<file path="src/rtl/mem_bus_fabric_pkg.sv">
// rtl/mem_bus_fabric_pkg.sv - shared FSM states, SoC memory-map constants and helpers
package mem_bus_fabric_pkg;

  typedef enum logic {
    ST_IDLE = 1'b0,
    ST_WAIT = 1'b1
  } fab_state_t;

  localparam logic [15:0] MAP_ROM0 = 16'h0000;
  localparam logic [15:0] MAP_ROM1 = 16'h0800;
  localparam logic [15:0] MAP_ROM2 = 16'h1000;
  localparam logic [15:0] MAP_ROM3 = 16'h1800;
  localparam logic [15:0] MAP_VRAM = 16'h4000;
  localparam logic [15:0] MAP_RAM  = 16'hE000;
  localparam logic [15:0] MAP_KBD  = 16'h7F00;

  function automatic int clog2(input int v);
    int r;
    r = 0;
    for (int k = 0; k < 32; k++) begin
      if ((1 << r) < v) r = r + 1;
    end
    return r;
  endfunction

endpackage

</file>
<file path="src/rtl/mem_bus_fabric_if.sv">
// rtl/mem_bus_fabric_if.sv - CPU memory port, target strobes and control/fault signals
interface mem_bus_fabric_if #(
  parameter int NUM_REGIONS = 8,
  parameter int ADDR_W      = 16,
  parameter int DATA_W      = 8,
  parameter int CTRL_REGS   = 4
);
  logic [ADDR_W-1:0]             memAddr;
  logic [DATA_W-1:0]             memDataWrite;
  logic                          memWrite;
  logic                          memStrobe;
  logic [DATA_W-1:0]             memDataRead;
  logic                          memReady;
  logic [NUM_REGIONS-1:0]        regStrobe;
  logic [NUM_REGIONS-1:0]        regWrite;
  logic [NUM_REGIONS*DATA_W-1:0] regDataRead;
  logic [CTRL_REGS*DATA_W-1:0]   ctrlOut;
  logic                          fault;
  logic [ADDR_W-1:0]             faultAddr;
  logic                          faultClear;

  modport master (
    output memAddr, memDataWrite, memWrite, memStrobe, regDataRead, faultClear,
    input  memDataRead, memReady, regStrobe, regWrite, ctrlOut, fault, faultAddr
  );

  modport slave (
    input  memAddr, memDataWrite, memWrite, memStrobe, regDataRead, faultClear,
    output memDataRead, memReady, regStrobe, regWrite, ctrlOut, fault, faultAddr
  );
endinterface

</file>
<file path="src/rtl/mem_bus_fabric_wait_counter.sv">
// rtl/mem_bus_fabric_wait_counter.sv - 4-bit loadable down-counter, done on the last wait cycle
module wait_counter (
  input  logic       clk,
  input  logic       reset,
  input  logic       i_load,
  input  logic [3:0] i_load_val,
  input  logic       i_dec,
  output logic       o_done
);
  logic [3:0] r_count;

  always_ff @(posedge clk) begin
    if (!reset) begin
      r_count <= 4'd0;
    end else if (i_load) begin
      r_count <= i_load_val;
    end else if (i_dec && (r_count != 4'd0)) begin
      r_count <= r_count - 4'd1;
    end
  end

  assign o_done = (r_count == 4'd1);
endmodule

</file>
<file path="src/rtl/mem_bus_fabric.sv">
// rtl/mem_bus_fabric.sv - region decode, wait-state stretching, control registers and fault latch
module mem_bus_fabric
  import mem_bus_fabric_pkg::*;
#(
  parameter int                            NUM_REGIONS = 8,
  parameter int                            ADDR_W      = 16,
  parameter int                            DATA_W      = 8,
  parameter logic [NUM_REGIONS*ADDR_W-1:0] REGION_BASE = {8{16'h0000}},
  parameter logic [NUM_REGIONS*ADDR_W-1:0] REGION_MASK = {8{16'hF800}},
  parameter logic [NUM_REGIONS*4-1:0]      REGION_WAIT = {8{4'd0}},
  parameter logic [NUM_REGIONS-1:0]        REGION_RO   = 8'h0F,
  parameter int                            CTRL_REGS   = 4,
  parameter logic [ADDR_W-1:0]             CTRL_BASE   = 16'h6000
) (
  input  logic             clk,
  input  logic             reset,
  mem_bus_fabric_if.slave  bus
);
  localparam int SEL_W = clog2(NUM_REGIONS + 2);
  localparam int CIW   = (CTRL_REGS > 1) ? clog2(CTRL_REGS) : 1;
  localparam logic [SEL_W-1:0] SEL_NONE = SEL_W'(NUM_REGIONS);
  localparam logic [SEL_W-1:0] SEL_CTRL = SEL_W'(NUM_REGIONS + 1);

  fab_state_t r_state, w_state_next;

  logic [SEL_W-1:0]  r_sel;
  logic [CIW-1:0]    r_ctrl_idx;
  logic [DATA_W-1:0] r_ctrl [CTRL_REGS];
  logic              r_fault;
  logic [ADDR_W-1:0] r_fault_addr;

  logic [SEL_W-1:0]  w_sel;
  logic [3:0]        w_sel_wait;
  logic              w_sel_ro;
  logic              w_ctrl_hit;
  logic [CIW-1:0]    w_ctrl_idx;
  logic              w_accept;
  logic              w_load;
  logic              w_dec;
  logic              w_done;
  logic              w_fault_now;
  logic [DATA_W-1:0] w_rdata;

  assign w_ctrl_hit = (bus.memAddr[ADDR_W-1:10] == CTRL_BASE[ADDR_W-1:10]);
  assign w_ctrl_idx = bus.memAddr[CIW-1:0] & CIW'(CTRL_REGS - 1);

  // Control window first, then the lowest-indexed matching region wins.
  always_comb begin
    logic found;
    found      = 1'b0;
    w_sel      = SEL_NONE;
    w_sel_wait = 4'd0;
    w_sel_ro   = 1'b0;
    if (w_ctrl_hit) begin
      w_sel = SEL_CTRL;
    end else begin
      for (int i = 0; i < NUM_REGIONS; i++) begin
        if (!found && ((bus.memAddr & REGION_MASK[i*ADDR_W +: ADDR_W])
                       == REGION_BASE[i*ADDR_W +: ADDR_W])) begin
          found      = 1'b1;
          w_sel      = SEL_W'(i);
          w_sel_wait = REGION_WAIT[i*4 +: 4];
          w_sel_ro   = REGION_RO[i];
        end
      end
    end
  end

  always_ff @(posedge clk) begin
    if (!reset) begin
      r_state <= ST_IDLE;
    end else begin
      r_state <= w_state_next;
    end
  end

  always_comb begin
    w_state_next = r_state;
    w_accept     = 1'b0;
    w_load       = 1'b0;
    w_dec        = 1'b0;
    case (r_state)
      ST_IDLE: begin
        if (bus.memStrobe) begin
          w_accept = 1'b1;
          if (w_sel_wait != 4'd0) begin
            w_load       = 1'b1;
            w_state_next = ST_WAIT;
          end
        end
      end
      ST_WAIT: begin
        w_dec = 1'b1;
        if (w_done) w_state_next = ST_IDLE;
      end
      default: w_state_next = ST_IDLE;
    endcase
  end

  wait_counter u_wait_counter (
    .clk        (clk),
    .reset      (reset),
    .i_load     (w_load),
    .i_load_val (w_sel_wait),
    .i_dec      (w_dec),
    .o_done     (w_done)
  );

  assign bus.memReady = (r_state == ST_IDLE);

  // Writes into a read-only region never reach the target.
  always_comb begin
    bus.regStrobe = '0;
    bus.regWrite  = '0;
    if (w_accept && !(bus.memWrite && w_sel_ro)) begin
      for (int i = 0; i < NUM_REGIONS; i++) begin
        if (w_sel == SEL_W'(i)) begin
          bus.regStrobe[i] = 1'b1;
          bus.regWrite[i]  = bus.memWrite;
        end
      end
    end
  end

  assign w_fault_now = w_accept && bus.memWrite && ((w_sel == SEL_NONE) || w_sel_ro);

  always_ff @(posedge clk) begin
    if (!reset) begin
      r_sel      <= SEL_NONE;
      r_ctrl_idx <= '0;
      for (int k = 0; k < CTRL_REGS; k++) r_ctrl[k] <= '0;
    end else if (w_accept) begin
      r_sel      <= w_sel;
      r_ctrl_idx <= w_ctrl_idx;
      if (bus.memWrite && (w_sel == SEL_CTRL)) r_ctrl[w_ctrl_idx] <= bus.memDataWrite;
    end
  end

  // A fault arriving with faultClear re-arms the capture, so the new address sticks.
  always_ff @(posedge clk) begin
    if (!reset) begin
      r_fault      <= 1'b0;
      r_fault_addr <= '0;
    end else if (w_fault_now) begin
      r_fault <= 1'b1;
      if (!r_fault || bus.faultClear) r_fault_addr <= bus.memAddr;
    end else if (bus.faultClear) begin
      r_fault <= 1'b0;
    end
  end

  assign bus.fault     = r_fault;
  assign bus.faultAddr = r_fault_addr;

  always_comb begin
    w_rdata = '0;
    if (r_sel == SEL_CTRL) begin
      w_rdata = r_ctrl[r_ctrl_idx];
    end else begin
      for (int i = 0; i < NUM_REGIONS; i++) begin
        if (r_sel == SEL_W'(i)) w_rdata = bus.regDataRead[i*DATA_W +: DATA_W];
      end
    end
  end

  assign bus.memDataRead = w_rdata;

  for (genvar g = 0; g < CTRL_REGS; g++) begin : g_ctrl_out
    assign bus.ctrlOut[g*DATA_W +: DATA_W] = r_ctrl[g];
  end
endmodule

</file>
<file path="src/flat_wrapper.sv">
// flat-port wrapper written by rule: the top's interface ports become plain ports
module mem_bus_fabric_flat import mem_bus_fabric_pkg::*;
#(
  parameter int                            NUM_REGIONS = 8,
  parameter int                            ADDR_W      = 16,
  parameter int                            DATA_W      = 8,
  parameter logic [NUM_REGIONS*ADDR_W-1:0] REGION_BASE = {8{16'h0000}},
  parameter logic [NUM_REGIONS*ADDR_W-1:0] REGION_MASK = {8{16'hF800}},
  parameter logic [NUM_REGIONS*4-1:0]      REGION_WAIT = {8{4'd0}},
  parameter logic [NUM_REGIONS-1:0]        REGION_RO   = 8'h0F,
  parameter int                            CTRL_REGS   = 4,
  parameter logic [ADDR_W-1:0]             CTRL_BASE   = 16'h6000
)
  (clk, reset, bus_memAddr, bus_memDataWrite, bus_memWrite, bus_memStrobe, bus_regDataRead, bus_faultClear, bus_memDataRead, bus_memReady, bus_regStrobe, bus_regWrite, bus_ctrlOut, bus_fault, bus_faultAddr);
  mem_bus_fabric_if #(.NUM_REGIONS(NUM_REGIONS), .ADDR_W(ADDR_W), .DATA_W(DATA_W), .CTRL_REGS(CTRL_REGS)) bus_i ();
  input  logic clk;
  input  logic reset;
  input wire logic [$bits(bus_i.memAddr)-1:0] bus_memAddr;
  input wire logic [$bits(bus_i.memDataWrite)-1:0] bus_memDataWrite;
  input wire logic [$bits(bus_i.memWrite)-1:0] bus_memWrite;
  input wire logic [$bits(bus_i.memStrobe)-1:0] bus_memStrobe;
  input wire logic [$bits(bus_i.regDataRead)-1:0] bus_regDataRead;
  input wire logic [$bits(bus_i.faultClear)-1:0] bus_faultClear;
  output wire logic [$bits(bus_i.memDataRead)-1:0] bus_memDataRead;
  output wire logic [$bits(bus_i.memReady)-1:0] bus_memReady;
  output wire logic [$bits(bus_i.regStrobe)-1:0] bus_regStrobe;
  output wire logic [$bits(bus_i.regWrite)-1:0] bus_regWrite;
  output wire logic [$bits(bus_i.ctrlOut)-1:0] bus_ctrlOut;
  output wire logic [$bits(bus_i.fault)-1:0] bus_fault;
  output wire logic [$bits(bus_i.faultAddr)-1:0] bus_faultAddr;
  assign bus_i.memAddr = bus_memAddr;
  assign bus_i.memDataWrite = bus_memDataWrite;
  assign bus_i.memWrite = bus_memWrite;
  assign bus_i.memStrobe = bus_memStrobe;
  assign bus_i.regDataRead = bus_regDataRead;
  assign bus_i.faultClear = bus_faultClear;
  assign bus_memDataRead = bus_i.memDataRead;
  assign bus_memReady = bus_i.memReady;
  assign bus_regStrobe = bus_i.regStrobe;
  assign bus_regWrite = bus_i.regWrite;
  assign bus_ctrlOut = bus_i.ctrlOut;
  assign bus_fault = bus_i.fault;
  assign bus_faultAddr = bus_i.faultAddr;
  mem_bus_fabric #(.NUM_REGIONS(NUM_REGIONS), .ADDR_W(ADDR_W), .DATA_W(DATA_W), .REGION_BASE(REGION_BASE), .REGION_MASK(REGION_MASK), .REGION_WAIT(REGION_WAIT), .REGION_RO(REGION_RO), .CTRL_REGS(CTRL_REGS), .CTRL_BASE(CTRL_BASE)) u_core (.clk(clk), .reset(reset), .bus(bus_i));
endmodule
</file>
<file path="config.mk">
export PLATFORM = sky130hd
export DESIGN_NAME = mem_bus_fabric_flat
export DESIGN_NICKNAME = d
export VERILOG_FILES = /design/src/rtl/mem_bus_fabric_pkg.sv /design/src/rtl/mem_bus_fabric_if.sv /design/src/rtl/mem_bus_fabric_wait_counter.sv /design/src/rtl/mem_bus_fabric.sv /design/src/flat_wrapper.sv
export SDC_FILE = /design/constraint.sdc
export NUM_CORES = 1
export LEC_CHECK = 0
export CAP_MARGIN = 15
export CELL_PAD_IN_SITES_DETAIL_PLACEMENT = 0
export CELL_PAD_IN_SITES_GLOBAL_PLACEMENT = 1
export CORE_ASPECT_RATIO = 2
export CORE_UTILIZATION = 29
export CTS_BUF_LIST = sky130_fd_sc_hd__clkbuf_16
export DETAILED_ROUTE_END_ITERATION = 6
export PLACE_DENSITY = 0.81
export SKIP_LAST_GASP = 1
export SLEW_MARGIN = 20
export SYNTH_ARGS = -nofsm -noshare
export SYNTH_HDL_FRONTEND = slang
export SYNTH_SLANG_ARGS = --single-unit
</file>
<file path="constraint.sdc">
create_clock -name clk -period 4.72 [get_ports clk]
set_input_delay 0.472 -clock clk [delete_from_list [all_inputs] [get_ports clk]]
set_output_delay 0.472 -clock clk [all_outputs]
set_load 0.1 [all_outputs]
</file>
==> impl_metrics.tcl <==
set metrics [dict create \
    setup_viol 0 \
    core_um2 9380 \
    clock-sinks 60 \
    drive_above_1_share 0.0753 \
    cpMostUsedCell "clkdlybuf4s50_1" \
    n_antenna_cell 0 \
    die_w_um 71.7 \
    synth_area_um2 2820 \
    cts_tree "done" \
    holdWs_ns 0.456 \
    cts_root_buf "clkbuf_16" \
    multi_input_area_um2 1150 \
    endpoint_kind "primary output" \
    post-route-period-util 0.711 \
    net-switching-power_mw 0.493 \
    drtAntennaViolNets 0 \
    grt_pass1_wl_um 11200 \
    fillers 899 \
    hp-class "flop to flop" \
    required_ns 4.25 \
    vias 2311 \
    path_cells "clkdlybuf4s50_1 > nor3_4 > nand2_1 > nor3_1 > clkdlybuf4s50_1" \
    drt_iter0_markers 80 \
    worst_pin_slew_ns 1.07 \
    syn_inst 267 \
    hold_viol 0 \
    start_util 0.301 \
    slowest_stage "clkdlybuf4s50_1" \
    clkSlewWorstSetupHoldPaths_ns 0.05 \
    ys_seq_area_frac 0.539 \
    worst_ir_drop_vdd_v 0.000200 \
    p_int_mw 1.01 \
    dieArea_um2 10200 \
    maxSlewHeadroom 0.287 \
    synth_seq_cells 60 \
    p_leak_nw 1.54 \
    port_buffers 103 \
    cts_hold_buffers 0 \
    io_pins 167 \
    synth_edf_count 32 \
    clock_path_buffers 2 \
    overflow 0 \
    pre_cts_ws_ns 1.32 \
    max_freq_ghz 0.298 \
    yosysWarnings 0 \
    first_pass_iters 4 \
    grtUsageTotal 0.146 \
    dp_hpwl_um 5410 \
    place_congestion 0.841 \
    die_h_um 141 \
    status "finished, final reports clean" \
    powerDensity_nw_per_um2 364 \
    cp_top_family "buffers and inverters" \
    min_period_ns 3.35 \
    drv_slew 0 \
    grt_max_degree 49 \
    post_cts_resize_count 0 \
    grt_setup_unrepaired "false" \
    drcViolationCount 0 \
    final_nets 462 \
    cp-start-kind "input port" \
    pwr-share-seq 0.390 \
    clk_latency_ns 0.33 \
    power_mw 1.50 \
    syn_avg_cell_area_um2 10.6 \
    synth-main-ff-cell "edfxtp_1" \
    area_delta_synth_final_pct 46.1 \
    ctsHtreeMaxLevel 3 \
    slowest_delay_ns 1.19 \
    num_rows 50 \
    fin_tns_setup_ns 0 \
    criticalPathCategory "input port to primary output" \
    worst-path-buf-inv 2 \
    setup_slack_ns 1.37 \
    critical_path.max_fanout 9 \
    drt-vias-per-instance 4.86 \
    final-seq-area_um2 1520 \
    ys_async_sr_fraction 0 \
    drv_cap 0 \
    stdcell_count 476 \
    numCtsBuffers 9 \
    switching_share 0.328 \
    dp.cells 460 \
    skew_ns 0.00425 \
    cts_setup_buffers 0 \
    synth_cell_types 37 \
    wl_um 7130 \
    antenna_found_initial 0 \
    power_frac_clock 0.387 \
    comb_power_share 0.224 \
    arrival_ns 2.88 \
    grt_pass1_vias 2269 \
    routedWlPerCell_um 15.0 \
]
## cells by family (layout without fill, tap and decap cells)
group	Yosys count	after routing	share of synthesized area
AO/OA/AOI/OAI	23	23	0.0608
flip-flops	60	60	0.539
adder cells (fa/ha/maj)	2	2	0.00887
other	1	15	0.00133
buffers and inverters	33	124	0.0709
multiplexers	26	26	0.128
AND/OR/NAND/NOR	121	121	0.188
XOR/XNOR	1	1	0.00310
## layout make-up
class,instances,share of cell area
inverters,4,0.00364
clock inverters,7,0.0106
well taps,104,0.0316
repair buffers,104,0.251
multi-input cells,188,0.280
flip-flops and latches,60,0.369
clock buffers,9,0.0546
## final timing paths
kind                            start                        to  slack [ns]  cells after the start
min          u_core.bus.faultAddr[14]  u_core.bus.faultAddr[14]        0.46                      2
max reg2reg            u_core.r_state       u_core.r_ctrl[2][0]        2.75                      3
min reg2reg  u_core.bus.faultAddr[14]  u_core.bus.faultAddr[14]        0.46                      2
max                   bus_memAddr[11]          bus_regStrobe[0]        1.37                      5
## tightest hold or removal path, delay by kind of cell, from the launching register on
kind	cells	cell delay [ns]
simple gates	1	0.05
mux	1	0.05
flops	1	0.31
## Yosys cell counts (5+ instances only)
master     n  area [um2]
mux2i_1   18         180
clkbuf_1  10        37.5
nand3_1   10        50.1
buf_4     15         113
a21oi_1    5        25.0
a22oi_1    8        60.1
dfxtp_1   28         561
mux4_2     8         180
nor2_1    39         146
nand2_1   54         203
edfxtp_1  32         961
## power by group through the flow
stage / clock [mW] / sequential, mW / combinational (mW)
floorplan: 0 / 0.714 / 0.137
global placement: 0 / 0.594 / 0.336
detailed placement: 0 / 0.596 / 0.337
CTS: 0.592 / 0.585 / 0.338
global route: 0.615 / 0.587 / 0.347
finish: 0.580 / 0.585 / 0.336
## sequential cells by signal, summed over array words and instances (netlist names), named ones only
name                           flops
u_core.r_sel                       2
u_core.r_state                     1
u_core.u_wait_counter.r_count      4
u_core.bus.faultAddr              16
u_core.bus.fault                   1
u_core.r_ctrl                     32
u_core.r_ctrl_idx                  2
## stage by stage
stage	instance area, um2	util
global route	4120	0.439
finish	4120	0.439
CTS	4120	0.439
floorplan	2870	-
detailed placement	3850	0.411
global placement	3850	0.411
## layout by cell type (no fill, tap or decap)
cell,count
buf_4,1
clkinv_2,3
conb_1,15
clkinvlp_4,1
and3b_1,2
o21a_1,1
clkinv_1,1
xor2_1,1
a311oi_1,1
o21ai_0,2
o211ai_1,2
dfxtp_1,28
clkinv_4,2
a211o_1,1
nor3_4,1
mux4_2,8
ha_1,2
or3_1,1
buf_2,1
nor2b_1,4
inv_1,4
nand2b_1,2
o41ai_1,1
nor2_1,39
clkdlybuf4s50_1,102
nor3b_1,1
clkbuf_16,9
a21oi_1,5
a211oi_4,1
nand3_1,10
edfxtp_1,32
nand3b_1,1
mux2i_1,18
nand4_1,4
or3b_2,1
nor3_1,1
a22oi_1,8
a211oi_1,1
nand2_1,54
## layer usage
layer / vias to the layer above / track usage / part of all wire / routed length, um
met5: - / 0 / 0 / 0
met4: 0 / 0.0918 / 0.034 / 243
met3: 22 / 0.0341 / 0.064 / 459
met2: 110 / 0.272 / 0.55 / 3930
met1: 1077 / 0.140 / 0.35 / 2500
li1: 1102 / - / - / -
No activity file was read; power rests on OpenSTA's default activity.
